<file path="config.mk">
export PLATFORM = sky130hd
export DESIGN_NAME = fetch_decode_unit
export DESIGN_NICKNAME = d
export VERILOG_FILES = /design/src/rtl/fetch_decode_unit.sv
export SDC_FILE = /design/constraint.sdc
export NUM_CORES = 1
export LEC_CHECK = 0
export BUFFER_PORTS_ARGS = -buffer_cell sky130_fd_sc_hd__buf_2
export CAP_MARGIN = 20
export CORE_ASPECT_RATIO = 1.5
export CORE_UTILIZATION = 48
export DETAILED_ROUTE_END_ITERATION = 7
export MAX_ROUTING_LAYER = met4
export PLACE_DENSITY = 0.77
export SLEW_MARGIN = 15
export SYNTH_ARGS = -nofsm -noshare
export SYNTH_HDL_FRONTEND = slang
export SYNTH_SLANG_ARGS = --single-unit
</file>
<file path="constraint.sdc">
create_clock -name clk -period 3.3 [get_ports clk]
set_clock_uncertainty 0.1 [all_clocks]
set_input_delay 0.165 -clock clk [delete_from_list [all_inputs] [get_ports clk]]
set_output_delay 0.165 -clock clk [all_outputs]
set_load 0.03 [all_outputs]
</file>
<file path="src/rtl/fetch_decode_unit.sv">
// fetch_decode_unit: program counter, instruction register and decoder for the
// 16-bit CPU. Holds the PC and IR, decodes the IR fields for the controller and
// register file, evaluates branch conditions against the status flags, and
// counts retired instruction loads.
module fetch_decode_unit #(
    parameter int unsigned     PC_W     = 8,
    parameter logic [PC_W-1:0] RESET_PC = '0,
    parameter int unsigned     CNT_W    = 16
) (
    input  logic             clk,
    input  logic             reset_n,
    input  logic [15:0]      mdata,
    input  logic             loadir,
    input  logic             incp,
    input  logic             execb,
    input  logic             tsel,
    input  logic             msel,
    input  logic [1:0]       nsel,
    input  logic [PC_W-1:0]  c_addr,
    input  logic             z,
    input  logic             n,
    input  logic             v,
    output logic [2:0]       opcode,
    output logic [1:0]       op,
    output logic [2:0]       regnum,
    output logic [1:0]       shift,
    output logic [15:0]      sximm5,
    output logic [15:0]      sximm8,
    output logic [PC_W-1:0]  mem_addr,
    output logic [PC_W-1:0]  pc,
    output logic             br_taken,
    output logic [CNT_W-1:0] icount
);

    localparam logic [2:0] COND_B   = 3'b000;
    localparam logic [2:0] COND_BEQ = 3'b001;
    localparam logic [2:0] COND_BNE = 3'b010;
    localparam logic [2:0] COND_BLT = 3'b011;
    localparam logic [2:0] COND_BLE = 3'b100;

    localparam logic [PC_W-1:0]  PC_ONE  = {{(PC_W-1){1'b0}}, 1'b1};
    localparam logic [CNT_W-1:0] CNT_ONE = {{(CNT_W-1){1'b0}}, 1'b1};

    // Branch condition on the status flags; reserved codes are never taken.
    function automatic logic branch_cond(input logic [2:0] cond,
                                         input logic zf, input logic nf, input logic vf);
        logic t;
        case (cond)
            COND_B:   t = 1'b1;
            COND_BEQ: t = zf;
            COND_BNE: t = ~zf;
            COND_BLT: t = nf ^ vf;
            COND_BLE: t = (nf ^ vf) | zf;
            default:  t = 1'b0;
        endcase
        return t;
    endfunction

    logic [15:0]      ir_r;
    logic [PC_W-1:0]  pc_r;
    logic             br_taken_r;
    logic [CNT_W-1:0] icount_r;

    logic [15:0]      ir_next_s;
    logic [PC_W-1:0]  pc_next_s;
    logic             br_taken_next_s;
    logic [CNT_W-1:0] icount_next_s;
    logic             cond_true_s;
    logic             take_branch_s;
    logic [15:0]      sximm8_s;

    assign sximm8_s      = {{8{ir_r[7]}}, ir_r[7:0]};
    assign cond_true_s   = branch_cond(ir_r[10:8], z, n, v);
    assign take_branch_s = execb & tsel & cond_true_s;

    // Next-state for IR, instruction counter, PC (branch beats increment) and branch flag.
    always_comb begin
        ir_next_s       = ir_r;
        icount_next_s   = icount_r;
        pc_next_s       = pc_r;
        br_taken_next_s = br_taken_r;

        if (loadir) begin
            ir_next_s     = mdata;
            icount_next_s = icount_r + CNT_ONE;
        end else begin
            ir_next_s     = ir_r;
            icount_next_s = icount_r;
        end

        // The PC already points past the branch, so the target is relative to PC+1.
        if (take_branch_s) begin
            pc_next_s = pc_r + sximm8_s[PC_W-1:0];
        end else if (incp) begin
            pc_next_s = pc_r + PC_ONE;
        end else begin
            pc_next_s = pc_r;
        end

        if (execb) begin
            br_taken_next_s = tsel & cond_true_s;
        end else begin
            br_taken_next_s = br_taken_r;
        end
    end

    // State registers; reset discards any branch pending in the same cycle.
    always_ff @(posedge clk) begin
        if (!reset_n) begin
            ir_r       <= 16'h0000;
            pc_r       <= RESET_PC;
            br_taken_r <= 1'b0;
            icount_r   <= '0;
        end else begin
            ir_r       <= ir_next_s;
            pc_r       <= pc_next_s;
            br_taken_r <= br_taken_next_s;
            icount_r   <= icount_next_s;
        end
    end

    // Register-number select for the register file.
    always_comb begin
        regnum = 3'b000;
        case (nsel)
            2'b00:   regnum = ir_r[10:8];
            2'b01:   regnum = ir_r[7:5];
            2'b10:   regnum = ir_r[2:0];
            2'b11:   regnum = ir_r[10:8];
            default: regnum = 3'b000;
        endcase
    end

    assign opcode   = ir_r[15:13];
    assign op       = ir_r[12:11];
    assign shift    = ir_r[4:3];
    assign sximm5   = {{11{ir_r[4]}}, ir_r[4:0]};
    assign sximm8   = sximm8_s;
    assign mem_addr = msel ? c_addr : pc_r;
    assign pc       = pc_r;
    assign br_taken = br_taken_r;
    assign icount   = icount_r;

endmodule

</file>
==> results.md, run 1 <==
* Post-CTS Repair Setup Buffers at 0
* Nets at 413
* Final antenna-violating net count at 0
* Least-Margin Pin Slew at 0.6202 ns
* Total CTS buffers at 5
* Yosys reg bits at 41
* Synth unique cells at 47
* Avg Cell Area, Syn at 8.612 sq um
* Post-Syn Nets at 337
* RSZ-0062 raised after global routing: false
* DRC viols at 0
* Core area at 0.004926 sq mm
* P&R area growth vs syn at 19.29%
* Top cell type's share of synthesized area at 32.87%
* Final non-filler cell total at 433
* Antenna violations before repair at 0
* GPL Wtd Cong at 0.8606
* Sequential fraction of the synthesis area at 32.87%
* First-pass GRT wire length at 9045 um
* CTS tree: yes
* Root buffer cell: clkbuf_8
* Clk buf depth at 2
* Reg2reg end: pc[6]$_SDFFE_PN0P_
* Antenna Cells at 0
* Synth Warn # at 0
* WL per Instance at 12.84 um
* Pwr dens at 435.9 mW/mm^2
* Finish-stage setup viols at 0
* Synth top cells by count: 41 x dfxtp_1, 39 x buf_4, 38 x nor2_1, 21 x mux2i_1, 16 x nand2_1
* R2R setup slack at 0.24 ns
* Initial core utilization at 50.70%
* CP arrival at 3.18 ns
* WHS Path Cells at 3
* Status: finished, final reports clean
* Via density at 5.152
* 1st-pass router iterations at 4
* Min-delay src: mdata[15]
* Reg2reg start: ir_r[10]$_SDFFE_PN0P_
* Required @ worst endpoint at 3.42 ns
* Clock Latency Late Sink at 0.29 ns
* Max FO, Critical Path at 12
* Sw Ratio at 32.82%
* Placed instance area at 0.002818 sq mm
* Worst VDD drop at 286.4 uV
* Cell count of the worst reg-to-reg path at 10
* Clock power share at 31.0%
* Slowest CP cell: dfxtp_1
* Largest area contributor in the netlist: dfxtp_1
* NetSw at 426.2 uW
* CTS clk-pin slew, worst paths at 0.08 ns
* Cell family with most CP delay: simple AND/OR/NAND/NOR gates
* Final max-slew violation count at 0
* Hold WC Path Type: in -> reg
* Vias in the first global route at 2,072
* Cell Rows at 31
* WS Path Type: reg -> reg
* Mapped cell area at 0.002497 sq mm
* CP cell instances: and3b_1 -> o211a_1 -> or2_2 -> and2_1 -> ha_1 -> nor2b_1 -> o31a_1 -> or3_1 -> a31o_2 -> a21oi_1
* Max-cap viol count at 0
* Count leader, synth: dfxtp_1
* Total GRT Usage at 22.03%
* Relative slew slack at 58.66%
* Inst Count DP at 420
* Post-route minimum period at 3.059 ns
* Largest net degree at the start of global routing at 31
* Leak at 0.001527 uW
* Buffers & Inverters on Critical Path at 0
* Via count at 2,231
* Total gr overflow at 0
* Largest cells by area after synthesis: dfxtp_1 33%, buf_4 12%, mux2i_1 8.4%
* CP Launch Type: flop
* Ys flop type: dfxtp_1
* Die Span Y at 90.34 um
* Die Wd at 60.90 um
* Mapped Cells at 290
* Share of cells above drive strength 1 at 35.97%
* Logic pwr share at 26.5%
* Critical Path End Type: flop
* DPL Wire Length at 4214 um
* CP peak stage delay at 0.40 ns
* Flop pwr share at 42.5%
* Synth async-reset ratio at 0%
* Drt initial violations at 57
* Pint at 872.5 uW
* Clock Sinks at 41
* Total Routed Length at 5560 um
* Core Util, Final at 60.48%
* Max Clock Freq at 326.9 MHz
* Tot Pwr at 1299 uW
* PortBufs at 110
* Setup tns final at 0 ns
* Hold EP: ir_r[15]$_SDFFE_PN0P_
* Die ar. at 0.005501 sq mm
* Final period util at 92.71%
* IO Count at 111
* H-tree lvl count at 2
* Number of synthesized flops with an enable pin at 0
* Final hold violations at 0
* Design Area, Final at 0.002979 sq mm
## cells by family after synthesis
| group | after synthesis | synth area share [%] |
|---|---|---|
| fa+ha+maj | 11 | 5.812 |
| simple gates | 98 | 19.84 |
| mux | 28 | 11.57 |
| buf+inv | 57 | 14.48 |
| compound gates | 40 | 10.17 |
| xor+xnor | 15 | 5.260 |
| flops | 41 | 32.87 |
## worst register-to-register path: stages (launching register included)
cell and delay, ns:
dfxtp_1 0.40, and3b_1 0.20, o211a_1 0.26, or2_2 0.38, and2_1 0.20, ha_1 0.31, nor2b_1 0.17, o31a_1 0.27
or3_1 0.35, a31o_2 0.24, a21oi_1 0.14
## layer usage
layer / part of all wire, % / GRT usage [%] / wire (um) / vias to the layer above
li1: - / - / - / 1102
met1: 41 / 23.60 / 2272 / 1035
met2: 52 / 38.64 / 2902 / 84
met3: 5.4 / 4.728 / 302 / 10
met4: 1.5 / 7.197 / 82 / 0
met5: 0 / - / 0 / -
## registers in the layout, indices dropped and copies added (netlist names)
| register | count |
|---|---|
| pc | 8 |
| ir_r | 16 |
| icount | 16 |
| br_taken | 1 |
## layout make-up
cell class,count,area [sq um]
Tap cell,66,82.58
Timing Repair Buffer,117,615.6
Multi-Input combinational cell,192,1315
Sequential cell,41,820.8
Clock inverter,2,38.79
Fill cell,455,1947
Clock buffer,6,72.57
Inverter,9,33.78
## placed cells by master (no fill, tap or decap), drive strengths merged, types with 3 or more instances in the layout
cell type	Yosys	final
buf	42	112
dfxtp	41	41
nor2	38	38
mux2i	21	21
nand2	16	16
a21oi	12	12
xor2	10	10
o21ai	10	10
ha	10	10
inv	9	9
and2	7	7
mux2	7	7
nand2b	6	6
nand3	6	6
clkbuf	6	6
xnor2	5	5
dlygate4sd3	0	5
nand4	4	4
a22oi	3	3
nor3	3	3
nor2b	3	3
or3	3	3
and4	3	3
and3	3	3
## how the worst max path moves through the flow
stage                                      from            endpoint  slack (ns)  cells after the start
after floorplan            ir_r[8]$_SDFFE_PN0P_  pc[6]$_SDFFE_PN0P_        0.36                     11
after global placement     ir_r[8]$_SDFFE_PN0P_  pc[6]$_SDFFE_PN0P_        0.36                     10
after detailed placement  ir_r[10]$_SDFFE_PN0P_  pc[6]$_SDFFE_PN0P_        0.26                     10
after CTS                 ir_r[10]$_SDFFE_PN0P_  pc[6]$_SDFFE_PN0P_        0.24                     10
after global routing       ir_r[8]$_SDFFE_PN0P_  pc[6]$_SDFFE_PN0P_        0.07                     12
final                     ir_r[10]$_SDFFE_PN0P_  pc[6]$_SDFFE_PN0P_        0.24                     10
## stage by stage
stage	worst slack, ns	hold slack, ns
2_1_floorplan	0.3579	0.2122
3_3_place_gp	0.3591	0.2979
3_5_place_dp	0.2607	0.3086
4_1_cts	0.2366	0.0006251
5_1_grt	0.07425	0.005501
6_report	0.2405	0.009144
## power by group through the flow
stage / clock (uW) / combinational [uW] / sequential (uW)
after global placement: 0 / 335 / 562
after detailed placement: 0 / 340 / 564
after global routing: 440 / 374 / 557
after CTS: 418 / 345 / 552
after floorplan: 0 / 251 / 584
final: 402 / 345 / 552
## timing repair
| item | CTS | global route |
|---|---|---|
| resized for setup | 0 | 0 |
| hold endpoints to repair | 5 | 0 |
| hold buffers | 5 | 0 |
Power figures use the tool's default switching activity.
==> inputs of run 2 (changes only) <==
- clock period: 3.3 -> 3 ns (I/O delays scaled with it)
==> results.md, run 2 (same netlist as run 1, synthesis figures left out) <==
* Clk buf depth at 2
* Pint at 888.6 uW
* Vias in the first global route at 2,015
* Die Wd at 60.90 um
* Total Routed Length at 5729 um
* Buffers & Inverters on Critical Path at 0
* Die ar. at 0.005501 sq mm
* Reg2reg end: pc[6]$_SDFFE_PN0P_
* Commonest non-fill, non-tap cell in the layout: buf_2
* Leak at 0.001569 uW
* Least-Margin Pin Slew at 0.3761 ns
* Cell count of the worst reg-to-reg path at 10
* Antenna Cells at 0
* Relative slew slack at 74.89%
* Status: finished, final reports clean
* Post-route minimum period at 2.917 ns
* WHS Path Cells at 3
* Largest net degree at the start of global routing at 30
* Setup ws final at 0.08333 ns
* GPL Wtd Cong at 0.8788
* Share of cells above drive strength 1 at 36.84%
* Via density at 5.043
* Hold WC Path Type: in -> reg
* Drt initial violations at 83
* Final antenna-violating net count at 0
* R2R setup slack at 0.08 ns
* Cell Rows at 31
* Dpl ws at -0.003885 ns
* CP Launch Type: flop
* Clock power share at 26.8%
* Max Clock Freq at 342.9 MHz
* NetSw at 480.8 uW
* Sequential Area at 823.3 sq um
* Max FO, Critical Path at 8
* Reg2reg start: ir_r[9]$_SDFFE_PN0P_
* IO Count at 111
* Slowest CP cell: dfxtp_1
* WL per Instance at 12.85 um
* Hold EP: ir_r[8]$_SDFFE_PN0P_
* Finish-stage setup viols at 0
* Final period util at 97.22%
* CP cell instances: and3b_1 -> o211a_1 -> or2_4 -> and2_1 -> ha_1 -> nor2b_1 -> o31a_1 -> or3_1 -> a31o_2 -> a21oi_1
* Pwr dens at 445.2 mW/mm^2
* CTS tree: yes
* Via count at 2,249
* P&R area growth vs syn at 23.15%
* Fillcell total at 470
* Area of the multi-input gates at 0.001318 sq mm
* Clock Latency Late Sink at 0.29 ns
* 1st-pass router iterations at 4
* Worst VDD drop at 286.8 uV
* Critical Path End Type: flop
* Cell family with most CP delay: simple AND/OR/NAND/NOR gates
* CP peak stage delay at 0.36 ns
* Final max-slew violation count at 0
* PortBufs at 110
* Min-delay src: mdata[8]
* Flop pwr share at 44.3%
* WS Path Type: reg -> reg
* Root buffer cell: clkbuf_8
* Core area at 0.004926 sq mm
* Total GRT Usage at 21.76%
* Final hold violations at 0
* Required @ worst endpoint at 3.13 ns
* Clock Sinks at 41
* First-pass GRT wire length at 8976 um
* Tot Pwr at 1369 uW
* Die Span Y at 90.34 um
* CTS clk-pin slew, worst paths at 0.08 ns
* Antenna violations before repair at 0
* Commonest non-fill, non-tap cells in the layout: 110 x buf_2, 39 x dfxtp_1, 38 x nor2_1, 21 x mux2i_1, 16 x nand2_1
* Initial core utilization at 50.70%
* Logic pwr share at 29.0%
* Sw Ratio at 35.11%
* Total gr overflow at 0
* H-tree lvl count at 2
* DPL Wire Length at 4235 um
* CP arrival at 3.05 ns
* Nets at 426
* DRC viols at 0
* Total CTS buffers at 5
* Crit path depth at 10
* Max-cap viol count at 0
-- run 2: power by group through the flow --
stage / registers (uW) / clock network, uW / logic [uW]
3_5_place_dp: 620 / 0 / 379
6_report: 606 / 366 / 397
2_1_floorplan: 643 / 0 / 277
4_1_cts: 607 / 374 / 393
5_1_grt: 613 / 397 / 430
3_3_place_gp: 618 / 0 / 373
-- run 2: what timing repair did --
item / CTS / global route
pin swaps: 0 / 1
hold buffers: 12 / 0
endpoints found under the setup margin: 1 / 3
buffers inserted: 0 / 3
endpoints found under the hold margin: 12 / 0
resized for setup: 1 / 2
-- run 2: per-stage QoR --
step	hold slack (ns)	TNS (ns)	utilization, %	instances	area [sq um]
3_3_place_gp	0.2834	0	57.66	423	2840
4_1_cts	0.002900	0	61.90	443	3049
3_5_place_dp	0.2924	-0.003885	57.66	423	2840
2_1_floorplan	0.1972	0	-	290	2497
6_report	0.002465	0	62.43	446	3075
5_1_grt	0.005630	-0.008876	62.43	446	3075
-- run 2: layout make-up --
class | count | share of cell area [%]
inverter | 9 | 1.098
clock inverter | 2 | 0.4882
multi-input combinational | 192 | 42.84
tap | 66 | 2.685
clock buffer | 6 | 2.360
sequential | 41 | 26.77
timing repair buffer | 130 | 23.76
-- run 2: worst max path at each step --
stage,slack (ns),to,from
final,0.08,pc[6]$_SDFFE_PN0P_,ir_r[9]$_SDFFE_PN0P_
after floorplan,0.06,pc[6]$_SDFFE_PN0P_,ir_r[8]$_SDFFE_PN0P_
after global placement,0.09,pc[6]$_SDFFE_PN0P_,ir_r[10]$_SDFFE_PN0P_
after detailed placement,-0.004,pc[6]$_SDFFE_PN0P_,ir_r[10]$_SDFFE_PN0P_
after global routing,-0.009,pc[6]$_SDFFE_PN0P_,ir_r[9]$_SDFFE_PN0P_
after CTS,0.006,pc[6]$_SDFFE_PN0P_,ir_r[8]$_SDFFE_PN0P_
-- run 2: tightest hold or removal path, delay by kind of cell --
family | cells | cell delay (ns)
buf+inv | 1 | 0.08
mux | 1 | 0.06
simple gates | 1 | 0.07
-- run 2: per-layer routing --
| metal | global-route usage, % | vias up | part of all wire (%) |
|---|---|---|---|
| li1 | - | 1127 | - |
| met1 | 23.57 | 1034 | 40 |
| met2 | 38.19 | 80 | 53 |
| met3 | 4.585 | 8 | 5.4 |
| met4 | 6.629 | 0 | 1.3 |
| met5 | - | - | 0 |
==> inputs of run 3 (changes only) <==
- clock period: 3 -> 2.7 ns (I/O delays scaled with it)
==> results.md, run 3 (same netlist as run 1, synthesis figures left out) <==
* Initial core utilization at 50.70%
* Worst VDD drop at 295.7 uV
* Final antenna-violating net count at 0
* Nets at 433
* First-pass GRT wire length at 9653 um
* Commonest non-fill, non-tap cells in the layout: 110 x buf_2, 38 x nor2_1, 38 x dfxtp_1, 21 x mux2i_1, 16 x nand2_1
* Die Wd at 60.90 um
* CP cell instances: and3b_1 -> o211a_1 -> or2_4 -> and2_4 -> ha_4 -> nor2b_4 -> o31a_1 -> or3_1 -> a31o_2 -> a21oi_2
* Die Span Y at 90.34 um
* Vias in the first global route at 2,122
* Largest net degree at the start of global routing at 25
* Antenna Cells at 0
* CTS tree: yes
* Tot Pwr at 1648 uW
* Post-route minimum period at 2.719 ns
* Slowest CP cell: dfxtp_4
* Drt initial violations at 73
* Total Routed Length at 6139 um
* GPL Wtd Cong at 0.8955
* Via density at 5.088
* Via count at 2,305
* Commonest non-fill, non-tap cell in the layout: buf_2
* Violated checks: setup timing
* Max-cap viol count at 0
* DRC viols at 0
* Pwr dens at 509.6 mW/mm^2
* Hold Slack at 0.01939 ns
* Design Area, Final at 0.003234 sq mm
* RSZ-0062 raised after global routing: true
* P&R area growth vs syn at 29.51%
* Final max-slew violation count at 0
* Final hold violations at 0
* Total GRT Usage at 23.32%
* Clock Sinks at 41
* Final period util at 100.7%
* Fillcell total at 427
* DPL Wire Length at 4386 um
* Setup ws final at -0.01916 ns
* Critical Path End Type: flop
* Clk buf depth at 2
* Required @ worst endpoint at 2.83 ns
* Least-Margin Pin Slew at 0.5775 ns
* Relative slew slack at 61.46%
* Cell Rows at 31
* Root buffer cell: clkbuf_8
* CP arrival at 2.85 ns
* CP peak stage delay at 0.37 ns
* WS Path Type: reg -> reg
* Clock Latency Late Sink at 0.30 ns
* Status: finished, violations left
* CTS clk-pin slew, worst paths at 0.08 ns
* Antenna violations before repair at 0
* Total gr overflow at 0
* Share of cells above drive strength 1 at 40.57%
* PortBufs at 110
* H-tree lvl count at 2
* Core area at 0.004926 sq mm
* 1st-pass router iterations at 4
* Die ar. at 0.005501 sq mm
* Total CTS buffers at 5
* IO Count at 111
* Max FO, Critical Path at 8
* Finish-stage setup viols at 1
* WL per Instance at 13.55 um
* Hold WC Path Type: in -> reg
* Placed instance area at 0.002884 sq mm
* CP Launch Type: flop
* Leak at 0.001626 uW
* Max Clock Freq at 367.8 MHz
* Setup tns final at -0.01916 ns
run 3: changes by cell type in the layout (fill, tap and decap cells not counted), sizes merged:
cell         previous run  this run
dlygate4sd3            12        15
clkinv                  0         1
bufinv                  0         1
buf                   118       122
clkinvlp                2         0
run 3: metrics by stage:
stage | std cells | setup WS [ns] | utilization [%]
3_5_place_dp | 425 | -0.03568 | 58.55
6_report | 453 | -0.01916 | 65.66
3_3_place_gp | 425 | 0.04813 | 58.55
5_1_grt | 453 | -0.1180 | 65.66
4_1_cts | 451 | 0.0003957 | 64.34
2_1_floorplan | 290 | -0.001868 | -
run 3: what timing repair did:
item                                   4_1_cts  5_1_grt
setup endpoints to repair                    2        4
hold buffers                                15        0
resized for setup                            1       13
endpoints found under the hold margin       15        0
pin swaps                                    2        6
setup buffers                                3        2
run 3: area by class of cell:
class / instances / area, sq um / area share, %
Clock buffer: 6 / 72.57 / 2.244
Multi-Input combinational cell: 192 / 1385 / 42.82
Timing Repair Buffer: 137 / 794.5 / 24.56
Inverter: 9 / 33.78 / 1.044
Clock inverter: 2 / 38.79 / 1.199
Sequential cell: 41 / 827.0 / 25.57
Tap cell: 66 / 82.58 / 2.553
run 3: critical path, delay by kind of cell (launching register included):
kind / cells / cell delay [ns]
AO/OA/AOI/OAI: 4 / 0.87
adder cells (fa/ha/maj): 1 / 0.22
flip-flops: 1 / 0.37
AND/OR/NAND/NOR: 5 / 1.08
run 3: final timing paths:
kind,from,end,slack [ns],cells after the start
min,mdata[8],ir_r[8]$_SDFFE_PN0P_,0.02,3
max,ir_r[10]$_SDFFE_PN0P_,pc[6]$_SDFFE_PN0P_,-0.02,10
max reg2reg,ir_r[10]$_SDFFE_PN0P_,pc[6]$_SDFFE_PN0P_,-0.02,10
min reg2reg,icount[15]$_SDFFE_PN0P_,icount[15]$_SDFFE_PN0P_,0.39,2
run 3: metal layers:
layer	track usage, %	wire length (um)	vias up
met1	24.80	2343	1061
met5	-	0	-
met2	42.03	3393	85
met3	3.868	286	12
li1	-	-	1147
met4	7.197	115	0
run 3: where the power goes:
part / switching (uW) / total, uW / internal, uW
sequential: 40.3 / 677 / 637
clock: 229 / 507 / 278
combinational: 281 / 464 / 183
